## config.mk

```make
export PLATFORM = sky130hd
export DESIGN_NAME = frac_clk_enable_manager
export DESIGN_NICKNAME = d
export VERILOG_FILES = /design/src/rtl/frac_clk_pkg.sv /design/src/rtl/frac_clk_channel.sv /design/src/rtl/frac_clk_enable_manager.sv
export SDC_FILE = /design/constraint.sdc
export NUM_CORES = 1
export LEC_CHECK = 0
export ABC_CLOCK_PERIOD_IN_PS = 5100
export CAP_MARGIN = 10
export CORE_AREA = 2 2 223 159
export CTS_CLUSTER_DIAMETER = 50
export DETAILED_ROUTE_END_ITERATION = 10
export DIE_AREA = 0 0 225 161
export PLACE_DENSITY = 0.66
export SYNTH_ARGS = -nofsm -noshare
export SYNTH_HDL_FRONTEND = slang
export SYNTH_SLANG_ARGS = --single-unit
```

## constraint.sdc

```tcl
create_clock -name i_clk -period 5.1 [get_ports i_clk]
set_clock_uncertainty 0.05 [all_clocks]
set_input_delay 1.02 -clock i_clk [delete_from_list [all_inputs] [get_ports i_clk]]
set_output_delay 1.02 -clock i_clk [all_outputs]
set_load 0.01 [all_outputs]
```

## src/rtl/frac_clk_pkg.sv

```systemverilog
// Shared types and constants for the fractional clock-enable manager.
// Ratio presets are num/den pairs for a 50 MHz system clock and need ACC_W >= 11.
package frac_clk_pkg;

  typedef enum logic [1:0] {
    OFF     = 2'd0,
    LOCKING = 2'd1,
    LOCKED  = 2'd2
  } ch_state_t;

  localparam int DEFAULT_LOCK_CYCLES = 16;

  localparam int VGA_640X480_NUM  = 1007;
  localparam int VGA_640X480_DEN  = 2000;
  localparam int SVGA_800X600_NUM = 4;
  localparam int SVGA_800X600_DEN = 5;
  localparam int PIX_29M5_NUM     = 59;
  localparam int PIX_29M5_DEN     = 100;

endpackage

```

## src/rtl/frac_clk_channel.sv

```systemverilog
// One fractional enable channel: lock-emulation FSM, phase accumulator, lock counter
// and a pending ratio that is applied on the next accumulator wrap.
module frac_clk_channel
  import frac_clk_pkg::*;
#(
  parameter int ACC_W       = 12,
  parameter int LOCK_CYCLES = DEFAULT_LOCK_CYCLES
) (
  input  logic             i_clk,
  input  logic             i_rst_n,
  input  logic             i_load,
  input  logic             i_off,
  input  logic [ACC_W-1:0] i_num,
  input  logic [ACC_W-1:0] i_den,
  output logic             o_clk_en,
  output logic             o_locked,
  output logic             o_enabled,
  output logic             o_pend
);

  localparam int CNT_W = (LOCK_CYCLES > 1) ? $clog2(LOCK_CYCLES) : 1;
  localparam logic [CNT_W-1:0] CNT_INIT = CNT_W'(LOCK_CYCLES - 1);

  ch_state_t        r_state, w_state_next;
  logic [ACC_W-1:0] r_acc, w_acc_next;
  logic [ACC_W-1:0] r_num, w_num_next, r_den, w_den_next;
  logic [ACC_W-1:0] r_pnum, w_pnum_next, r_pden, w_pden_next;
  logic [CNT_W-1:0] r_cnt, w_cnt_next;
  logic             r_pend, w_pend_next;
  logic             r_clk_en, w_clk_en_next;
  logic             r_locked;
  logic [ACC_W:0]   w_sum, w_diff;
  logic             w_wrap;
  logic [ACC_W-1:0] w_acc_step;

  // Sum kept one bit wider so num + acc never overflows before the compare.
  assign w_sum      = {1'b0, r_acc} + {1'b0, r_num};
  assign w_diff     = w_sum - {1'b0, r_den};
  assign w_wrap     = (w_sum >= {1'b0, r_den});
  assign w_acc_step = w_wrap ? w_diff[ACC_W-1:0] : w_sum[ACC_W-1:0];

  always_comb begin
    w_state_next  = r_state;
    w_acc_next    = r_acc;
    w_num_next    = r_num;
    w_den_next    = r_den;
    w_pnum_next   = r_pnum;
    w_pden_next   = r_pden;
    w_cnt_next    = r_cnt;
    w_pend_next   = r_pend;
    w_clk_en_next = 1'b0;

    case (r_state)
      LOCKING: begin
        w_acc_next = w_acc_step;
        if (r_cnt == '0) w_state_next = LOCKED;
        else             w_cnt_next   = r_cnt - 1'b1;
      end
      LOCKED: begin
        w_acc_next = w_acc_step;
        if (r_pend && w_wrap) begin
          // Retune lands on a wrap so the old ratio never emits a short period.
          w_acc_next   = '0;
          w_num_next   = r_pnum;
          w_den_next   = r_pden;
          w_cnt_next   = CNT_INIT;
          w_pend_next  = 1'b0;
          w_state_next = LOCKING;
        end else begin
          w_clk_en_next = w_wrap;
        end
      end
      default: ;
    endcase

    if (i_off) begin
      w_state_next  = OFF;
      w_acc_next    = '0;
      w_pend_next   = 1'b0;
      w_clk_en_next = 1'b0;
    end else if (i_load) begin
      if (r_state == LOCKED) begin
        w_pend_next = 1'b1;
        w_pnum_next = i_num;
        w_pden_next = i_den;
      end else begin
        w_num_next    = i_num;
        w_den_next    = i_den;
        w_acc_next    = '0;
        w_cnt_next    = CNT_INIT;
        w_state_next  = LOCKING;
        w_clk_en_next = 1'b0;
      end
    end
  end

  always_ff @(posedge i_clk) begin
    if (!i_rst_n) begin
      r_state  <= OFF;
      r_acc    <= '0;
      r_num    <= '0;
      r_den    <= '0;
      r_pnum   <= '0;
      r_pden   <= '0;
      r_cnt    <= '0;
      r_pend   <= 1'b0;
      r_clk_en <= 1'b0;
      r_locked <= 1'b0;
    end else begin
      r_state  <= w_state_next;
      r_acc    <= w_acc_next;
      r_num    <= w_num_next;
      r_den    <= w_den_next;
      r_pnum   <= w_pnum_next;
      r_pden   <= w_pden_next;
      r_cnt    <= w_cnt_next;
      r_pend   <= w_pend_next;
      r_clk_en <= w_clk_en_next;
      r_locked <= (w_state_next == LOCKED);
    end
  end

  assign o_clk_en  = r_clk_en;
  assign o_locked  = r_locked;
  assign o_enabled = (r_state != OFF);
  assign o_pend    = r_pend;

endmodule

```

## src/rtl/frac_clk_enable_manager.sv

```systemverilog
// Multi-channel fractional clock-enable generator: decodes and validates config
// requests, fans them out to per-channel generators and summarises lock status.
module frac_clk_enable_manager
  import frac_clk_pkg::*;
#(
  parameter  int NUM_CH      = 4,
  parameter  int ACC_W       = 12,
  parameter  int LOCK_CYCLES = DEFAULT_LOCK_CYCLES,
  localparam int CH_W        = (NUM_CH > 1) ? $clog2(NUM_CH) : 1
) (
  input  logic              i_clk,
  input  logic              i_rst_n,
  input  logic              i_cfg_valid,
  output logic              o_cfg_ready,
  input  logic [CH_W-1:0]   i_cfg_ch,
  input  logic              i_cfg_en,
  input  logic [ACC_W-1:0]  i_cfg_num,
  input  logic [ACC_W-1:0]  i_cfg_den,
  output logic              o_cfg_err,
  output logic [NUM_CH-1:0] o_clk_en,
  output logic [NUM_CH-1:0] o_locked,
  output logic              o_all_locked
);

  logic              w_accept, w_ch_ok, w_bad_ratio, w_req_ok;
  logic [NUM_CH-1:0] w_load, w_off, w_enabled, w_pend;
  logic              r_cfg_err, r_all_locked;

  assign o_cfg_ready = ~|w_pend;
  assign w_accept    = i_cfg_valid & o_cfg_ready;
  assign w_ch_ok     = ({1'b0, i_cfg_ch} < (CH_W + 1)'(NUM_CH));
  assign w_bad_ratio = i_cfg_en & ((i_cfg_den == '0) | (i_cfg_num == '0) | (i_cfg_num > i_cfg_den));
  assign w_req_ok    = w_accept & w_ch_ok & ~w_bad_ratio;

  generate
    for (genvar gi = 0; gi < NUM_CH; gi++) begin : g_ch
      assign w_load[gi] = w_req_ok &  i_cfg_en & (i_cfg_ch == CH_W'(gi));
      assign w_off[gi]  = w_req_ok & ~i_cfg_en & (i_cfg_ch == CH_W'(gi));

      frac_clk_channel #(
        .ACC_W       (ACC_W),
        .LOCK_CYCLES (LOCK_CYCLES)
      ) u_ch (
        .i_clk     (i_clk),
        .i_rst_n   (i_rst_n),
        .i_load    (w_load[gi]),
        .i_off     (w_off[gi]),
        .i_num     (i_cfg_num),
        .i_den     (i_cfg_den),
        .o_clk_en  (o_clk_en[gi]),
        .o_locked  (o_locked[gi]),
        .o_enabled (w_enabled[gi]),
        .o_pend    (w_pend[gi])
      );
    end
  endgenerate

  always_ff @(posedge i_clk) begin
    if (!i_rst_n) begin
      r_cfg_err    <= 1'b0;
      r_all_locked <= 1'b0;
    end else begin
      r_cfg_err    <= w_accept & ~(w_ch_ok & ~w_bad_ratio);
      r_all_locked <= (|w_enabled) & (&(~w_enabled | o_locked));
    end
  end

  assign o_cfg_err    = r_cfg_err;
  assign o_all_locked = r_all_locked;

endmodule

```

==> impl_metrics.toml, run 1 <==
[run_status]
status = "finished clean"

[grt]
grt_pass1_wl_um = 71800
antenna_found_initial = 0
overflow = 0
grt_usage_pct = 24.6
grt_pass1_vias = 13100
grt_max_degree = 208

[layout]
seqCellArea_um2 = 5570
area_delta_synth_final_pct = 10.3
post_route_cells_drive_above_1_share_pct = 7.27
multiInputGateArea_um2 = 10200
fin_nets = 2080
fill_cells = 3073
final_common_cell = "nor2_1"
diodes = 0
layout_common_cells = "290 x nor2_1, 278 x dfxtp_1, 219 x mux2i_1, 124 x ha_1, 117 x inv_1"
final_core_util_pct = 54.3

[clock_network]
cts_setup_buffers = 0
cts_resized = 0
postCtsHoldBufs = 0
cts_tree = "yes"
cts_buffer_depth = 3
htree_levels = 1
clk-insertion-delay-late_ns = 0.60
cts_buffers = 30
clock_sinks = 278
clkSlewWorstSetupHoldPaths_ns = 0.06
ctsRootBufferMaster = "clkbuf_16"

[place]
dp_slack_ns = 0.518
globalplace.congestion = 0.908
placement.io_buffers = 40
dp_hpwl_um = 31500

[worst_setup_path]
cp-start-kind = "register"
slowest_stage = "dfxtp_1"
path_buf_inv = 1
end_kind = "register"
crit_fanout = 27
cp.required_ns = 5.48
crit_family = "compound AO/OA/AOI/OAI gates"
regToRegEndpoint = "g_ch[3].u_ch.r_den[5]"
cp.arrival_ns = 5.07
worstReg2RegStart = "g_ch[3].u_ch.r_num[1]"
path_cells = "ha_1, a211oi_1, nor2_1, o41ai_1, o21ai_0, o41a_1, xor2_1, ha_1, o21ai_0, a2bb2oi_1, a21bo_2, nand2_2, and3_1, buf_4, mux2i_1, a211oi_1"
startpoint = "g_ch[3].u_ch.r_num[1]"
cpPeakStageDelay_ns = 0.42
ff2ff_setup_slack_ns = 0.41
rr_worst_depth = 16
crit_cells = 16
setup.worst_path.class = "register to register"
crit_path_end = "g_ch[3].u_ch.r_den[5]"

[pwr]
total_power_w = 0.00540
switching_share_pct = 28.5
powerDensity_nw_per_um2 = 292
p_leak_nw = 8.00
p_seq_share_pct = 41.2
vdd_drop_max_mv = 0.262
switchingPower_w = 0.00154
p_comb_share_pct = 17.0
intPower_w = 0.00387
clkPwrFrac_pct = 41.8

[routing]
vias = 13900
routed_wl_um = 44300
wl_per_cell_um = 18.6
drt_pass1_iterations = 7
ant_nets = 0
vias_per_cell = 5.83
drt_iter0_markers = 1081
drc = 0

[sta]
period_share_pct = 92.0
period_needed_ns = 4.69
rsz0062_at_grt = "no"
maxSlewHeadroom_pct = 36.8
hold_viol_final = 0
finalSetupViolations = 0
slew_viol_final = 0
tns_ns = 0
setup_ws_ns = 0.410
worst_slew_pin_slew_ns = 0.948
fmax_ghz = 0.213

[floorplanning]
core_um2 = 34200
dieArea_um2 = 36200
io_pins = 41
die_w_um = 225
num_rows = 57
start_util_pct = 49.2
die_h_um = 161

[synth]
syn_inst = 1927
yosys.area.top_type = "dfxtp_1"
synth_nets = 2089
synth_edf_count = 0
synthDistinctLibCells = 77
ys_warn_count = 0
synth-seq-area-share_pct = 33.1
async_flop_share_pct = 0
ys.flop_type = "dfxtp_1"
synth_area_leaders = "dfxtp_1 33%, mux2i_1 13%, ha_1 9.2%"
postSynthAreaPerCell_um2 = 8.73
ys_seq_elements = 278
yosysTopAreaCellShare_pct = 33.1
synthesis.area_um2 = 16800

[flow_run]
maxCapViolCount = 0

[worst_hold_path]
hold_class = "register to register"
## through the flow
stage | cells | instance area [µm²] | hold WS, ns
3_3_place_gp | 2328 | 17500 | 0.391
2_1_floorplan | 1927 | 16800 | 0.379
3_5_place_dp | 2328 | 17500 | 0.397
6_report | 2382 | 18500 | 0.403
5_1_grt | 2382 | 18500 | 0.428
4_1_cts | 2382 | 18500 | 0.406
## flip-flops by register name (all words and copies together), names as in the netlist, named ones only
register            flops
o_cfg_err               1
g_ch.u_ch.r_pnum       48
o_all_locked            1
g_ch.u_ch.r_cnt        16
g_ch.u_ch.r_acc        48
g_ch.u_ch.r_den        48
g_ch.u_ch.o_clk_en      4
g_ch.u_ch.o_locked      4
g_ch.u_ch.r_state       8
g_ch.u_ch.r_pden       48
g_ch.u_ch.r_num        48
## kinds of logic after synthesis
group / count (synthesis) / share of synthesized area (%)
AND/OR/NAND/NOR: 540 / 14.9
adder cells (fa/ha/maj): 132 / 10.2
XOR/XNOR: 66 / 3.44
AO/OA/AOI/OAI: 446 / 18.3
flip-flops: 278 / 33.1
multiplexers: 228 / 13.6
buffers and inverters: 237 / 6.39
## worst reg2reg max path: cells and delay by family (launching register included)
family | cells | cell delay (ns)
buffers and inverters | 1 | 0.41
DFF | 1 | 0.42
and+or+nand+nor | 3 | 0.70
AOI/OAI and AO/OA | 8 | 1.91
muxes | 1 | 0.29
xor gates and xnor gates | 1 | 0.17
adders and majority gates | 2 | 0.60
## power groups by stage
stage | combinational (W) | clock (W) | sequential (W)
after floorplan | 0.000667 | 0 | 0.00226
after global placement | 0.000885 | 0 | 0.00227
after detailed placement | 0.000896 | 0 | 0.00227
after CTS | 0.000904 | 0.00230 | 0.00222
after global routing | 0.00101 | 0.00239 | 0.00223
final | 0.000920 | 0.00226 | 0.00223
## synthesized netlist by cell type (22+ instances only)
master    instances
nor2b_1          25
a31oi_1          23
xnor2_1          51
ha_1            124
nor2_1          290
mux2i_1         219
a21oi_1          87
o21ai_0          68
dfxtp_1         278
inv_1           117
buf_2            25
a211oi_1        112
nor3_1           35
buf_4            26
clkbuf_1         61
nand2_1          67
nand3_1          22
## routing by layer
metal | vias up | track usage, % | routed length (µm)
met5 | - | 0 | 0
met4 | 0 | 6.56 | 1290
met3 | 75 | 3.53 | 2690
met2 | 373 | 35.3 | 17800
met1 | 6593 | 38.0 | 22500
li1 | 6852 | - | -
## worst min path at each step
| stage | from | to | slack (ns) | cells after the start |
|---|---|---|---|---|
| global route | g_ch[2].u_ch.r_acc[3] | g_ch[2].u_ch.r_acc[3] | 0.43 | 2 |
| floorplan | g_ch[2].u_ch.r_acc[0] | g_ch[2].u_ch.r_acc[0] | 0.38 | 2 |
| global placement | g_ch[2].u_ch.r_acc[4] | g_ch[2].u_ch.r_acc[4] | 0.39 | 2 |
| CTS | g_ch[2].u_ch.r_acc[5] | g_ch[2].u_ch.r_acc[5] | 0.41 | 2 |
| finish | g_ch[2].u_ch.r_acc[5] | g_ch[2].u_ch.r_acc[5] | 0.40 | 2 |
| detailed placement | g_ch[2].u_ch.r_acc[5] | g_ch[2].u_ch.r_acc[5] | 0.40 | 2 |
## layout make-up
cell class / instances / share of cell area [%]
flip-flops and latches: 278 / 30.0
well taps: 442 / 2.98
clock inverters: 14 / 0.958
clock buffers: 40 / 4.63
repair buffers: 78 / 3.97
multi-input cells: 1412 / 55.0
inverters: 118 / 2.42
Note: power is estimated with default switching activity, not from simulation.
==> run 2: changes to the inputs <==
--- a/config.mk
+++ b/config.mk
@@ -8,10 +8,13 @@
 export ABC_CLOCK_PERIOD_IN_PS = 5100
 export CAP_MARGIN = 10
 export CORE_AREA = 2 2 223 159
+export CTS_BUF_LIST = sky130_fd_sc_hd__clkbuf_16
 export CTS_CLUSTER_DIAMETER = 50
 export DETAILED_ROUTE_END_ITERATION = 10
 export DIE_AREA = 0 0 225 161
+export GPL_TIMING_DRIVEN = 0
 export PLACE_DENSITY = 0.66
+export SETUP_SLACK_MARGIN = 0.1
 export SYNTH_ARGS = -nofsm -noshare
 export SYNTH_HDL_FRONTEND = slang
 export SYNTH_SLANG_ARGS = --single-unit
==> run 2 against run 1 <==
Via count rose by 3.0%. Sequential cell count did not move. Power is 2.6% lower. Die area unchanged. Sequential power about the same. Sequential share of layout area shrank 0.099 points. Clock power down 7%. Fmax decreased by 0.64%. Design area up 0.33%. Clock-buffer cell count is 9 lower. Non-clock buffer count is 65 higher. Setup slack lost 0.030 ns. Largest cell class unchanged.
==> impl_metrics.toml, run 2 (synthesized netlist as in run 1, its figures left out) <==
[grt]
grt_usage_pct = 26.7
grt_pass1_vias = 13500
grt_pass1_wl_um = 76200
antenna_found_initial = 1
grt_max_degree = 16
overflow = 0

[routing]
vias_per_cell = 5.84
ant_nets = 0
wl_per_cell_um = 19.9
vias = 14300
drt_iter0_markers = 1174
drt_pass1_iterations = 6
drc = 0
routed_wl_um = 48700

[worst_setup_path]
end_kind = "register"
crit_fanout = 10
path_buf_inv = 3
cp.arrival_ns = 5.11
cpPeakStageDelay_ns = 0.41
crit_family = "compound AO/OA/AOI/OAI gates"
setup.worst_path.class = "register to register"
slowest_stage = "dfxtp_1"
cp.required_ns = 5.49
path_cells = "ha_1, inv_1, fa_1, nor2b_1, o31a_1, o31a_1, o21a_1, nor2_1, xnor2_1, ha_1, nand2_1, o21ai_0, nor3_1, a21oi_1, o32ai_1, a21oi_1, buf_4, buf_2, mux2i_1, a211oi_1"
cp-start-kind = "register"

[pwr]
switching_share_pct = 30.1
p_comb_share_pct = 17.6
powerDensity_nw_per_um2 = 283
switchingPower_w = 0.00158
clkPwrFrac_pct = 40.1
p_seq_share_pct = 42.3
vdd_drop_max_mv = 0.242
intPower_w = 0.00368
p_leak_nw = 8.08

[sta]
slew_viol_final = 0
period_needed_ns = 4.72
period_share_pct = 92.6
tns_ns = 0
hold_viol_final = 0
rsz0062_at_grt = "no"
fmax_ghz = 0.212
finalSetupViolations = 0
maxSlewHeadroom_pct = 32.6
worst_slew_pin_slew_ns = 1.00
whs_ns = 0.405

[layout]
instances_no_fill = 2451
post_route_cells_drive_above_1_share_pct = 8.02
multiInputGateArea_um2 = 10200
fill_cells = 3140
final_common_cell = "nor2_1"
fin_nets = 2146
area_delta_synth_final_pct = 10.6
final_core_util_pct = 54.5
seqCellArea_um2 = 5570
finish.instance_area_um2 = 18600
layout_common_cells = "290 x nor2_1, 278 x dfxtp_1, 219 x mux2i_1, 124 x inv_1, 124 x ha_1"

[clock_network]
cts_tree = "yes"
cts_buffers = 31
clkSlewWorstSetupHoldPaths_ns = 0.06
cts_buffer_depth = 3
htree_levels = 1
clock_sinks = 278
ctsRootBufferMaster = "clkbuf_16"
clk-insertion-delay-late_ns = 0.58

[run_status]
status = "finished clean"

[floorplanning]
num_rows = 57
dieArea_um2 = 36200
die_w_um = 225
die_h_um = 161
start_util_pct = 49.2
core_um2 = 34200
io_pins = 41

[place]
placement.io_buffers = 25
placed_area_um2 = 17600
globalplace.congestion = 0.918
dp_hpwl_um = 36300
dp.cells = 2394

[worst_hold_path]
hold_class = "register to register"

[flow_run]
maxCapViolCount = 0
-- run 2: cell count changes in the layout (fill, tap and decap cells not counted), moves of 3 or more --
cell             delta
clkbuf_1           +56
buf_2              +24
clkdlybuf4s50_1    -15
buf_4               -8
clkbuf_8            -7
inv_1               +7
inv_6               +4
buf_6               +3
clkbuf_2            +3
-- run 2: per-stage QoR --
step	worst slack [ns]	power [W]
after floorplan	1.18	0.00293
after global placement	0.270	0.00316
after detailed placement	0.287	0.00317
after CTS	0.273	0.00528
after global routing	0.119	0.00548
final	0.380	0.00526
-- run 2: worst register-to-register path, cell delays in order, from the launching register on --
cell and delay, ns:
dfxtp_1 0.41, ha_1 0.23, inv_1 0.06, fa_1 0.40, nor2b_1 0.19, o31a_1 0.21
o31a_1 0.21, o21a_1 0.13, nor2_1 0.05, xnor2_1 0.14, ha_1 0.38, nand2_1 0.07
o21ai_0 0.35, nor3_1 0.09, a21oi_1 0.24, o32ai_1 0.21, a21oi_1 0.19, buf_4 0.24
buf_2 0.35, mux2i_1 0.28, a211oi_1 0.10
-- run 2: cell type report --
class | count | share of cell area, %
multi-input cells | 1412 | 54.9
flip-flops and latches | 278 | 29.9
clock buffers | 31 | 4.17
plain buffers | 118 | 3.40
well taps | 442 | 2.97
inverters | 118 | 2.38
repair buffers | 25 | 1.35
clock inverters | 26 | 0.901
diodes | 1 | 0.0135
-- run 2: repair_timing --
item / 4_1_cts / 5_1_grt
endpoints found under the setup margin: 0 / 66
hold buffers: 0 / 0
setup buffers: 0 / 0
resized for setup: 0 / 11
-- run 2: power groups by stage --
stage / combinational, W / clock [W] / sequential, W
3_5_place_dp: 0.000899 / 0 / 0.00228
6_report: 0.000924 / 0.00211 / 0.00223
3_3_place_gp: 0.000883 / 0 / 0.00227
5_1_grt: 0.00101 / 0.00224 / 0.00223
2_1_floorplan: 0.000667 / 0 / 0.00226
4_1_cts: 0.000904 / 0.00215 / 0.00223
-- run 2: layer usage --
layer / routed length [µm] / global-route usage, % / vias to the layer above
met1: 23900 / 39.6 / 6754
met3: 3480 / 5.17 / 86
met4: 1240 / 7.68 / 0
met5: 0 / 0 / -
met2: 20100 / 38.9 / 457
li1: - / - / 7012
-- run 2: path summary, 6_finish.rpt --
check	end	cells past startpoint	startpoint	slack (ns)
worst min register to register	g_ch[2].u_ch.r_acc[10]	2	g_ch[2].u_ch.r_acc[10]	0.40
worst max-delay path	g_ch[2].u_ch.r_num[9]	20	g_ch[2].u_ch.r_num[0]	0.38
worst max register to register	g_ch[2].u_ch.r_num[9]	20	g_ch[2].u_ch.r_num[0]	0.38
worst min-delay path	g_ch[2].u_ch.r_acc[10]	2	g_ch[2].u_ch.r_acc[10]	0.40
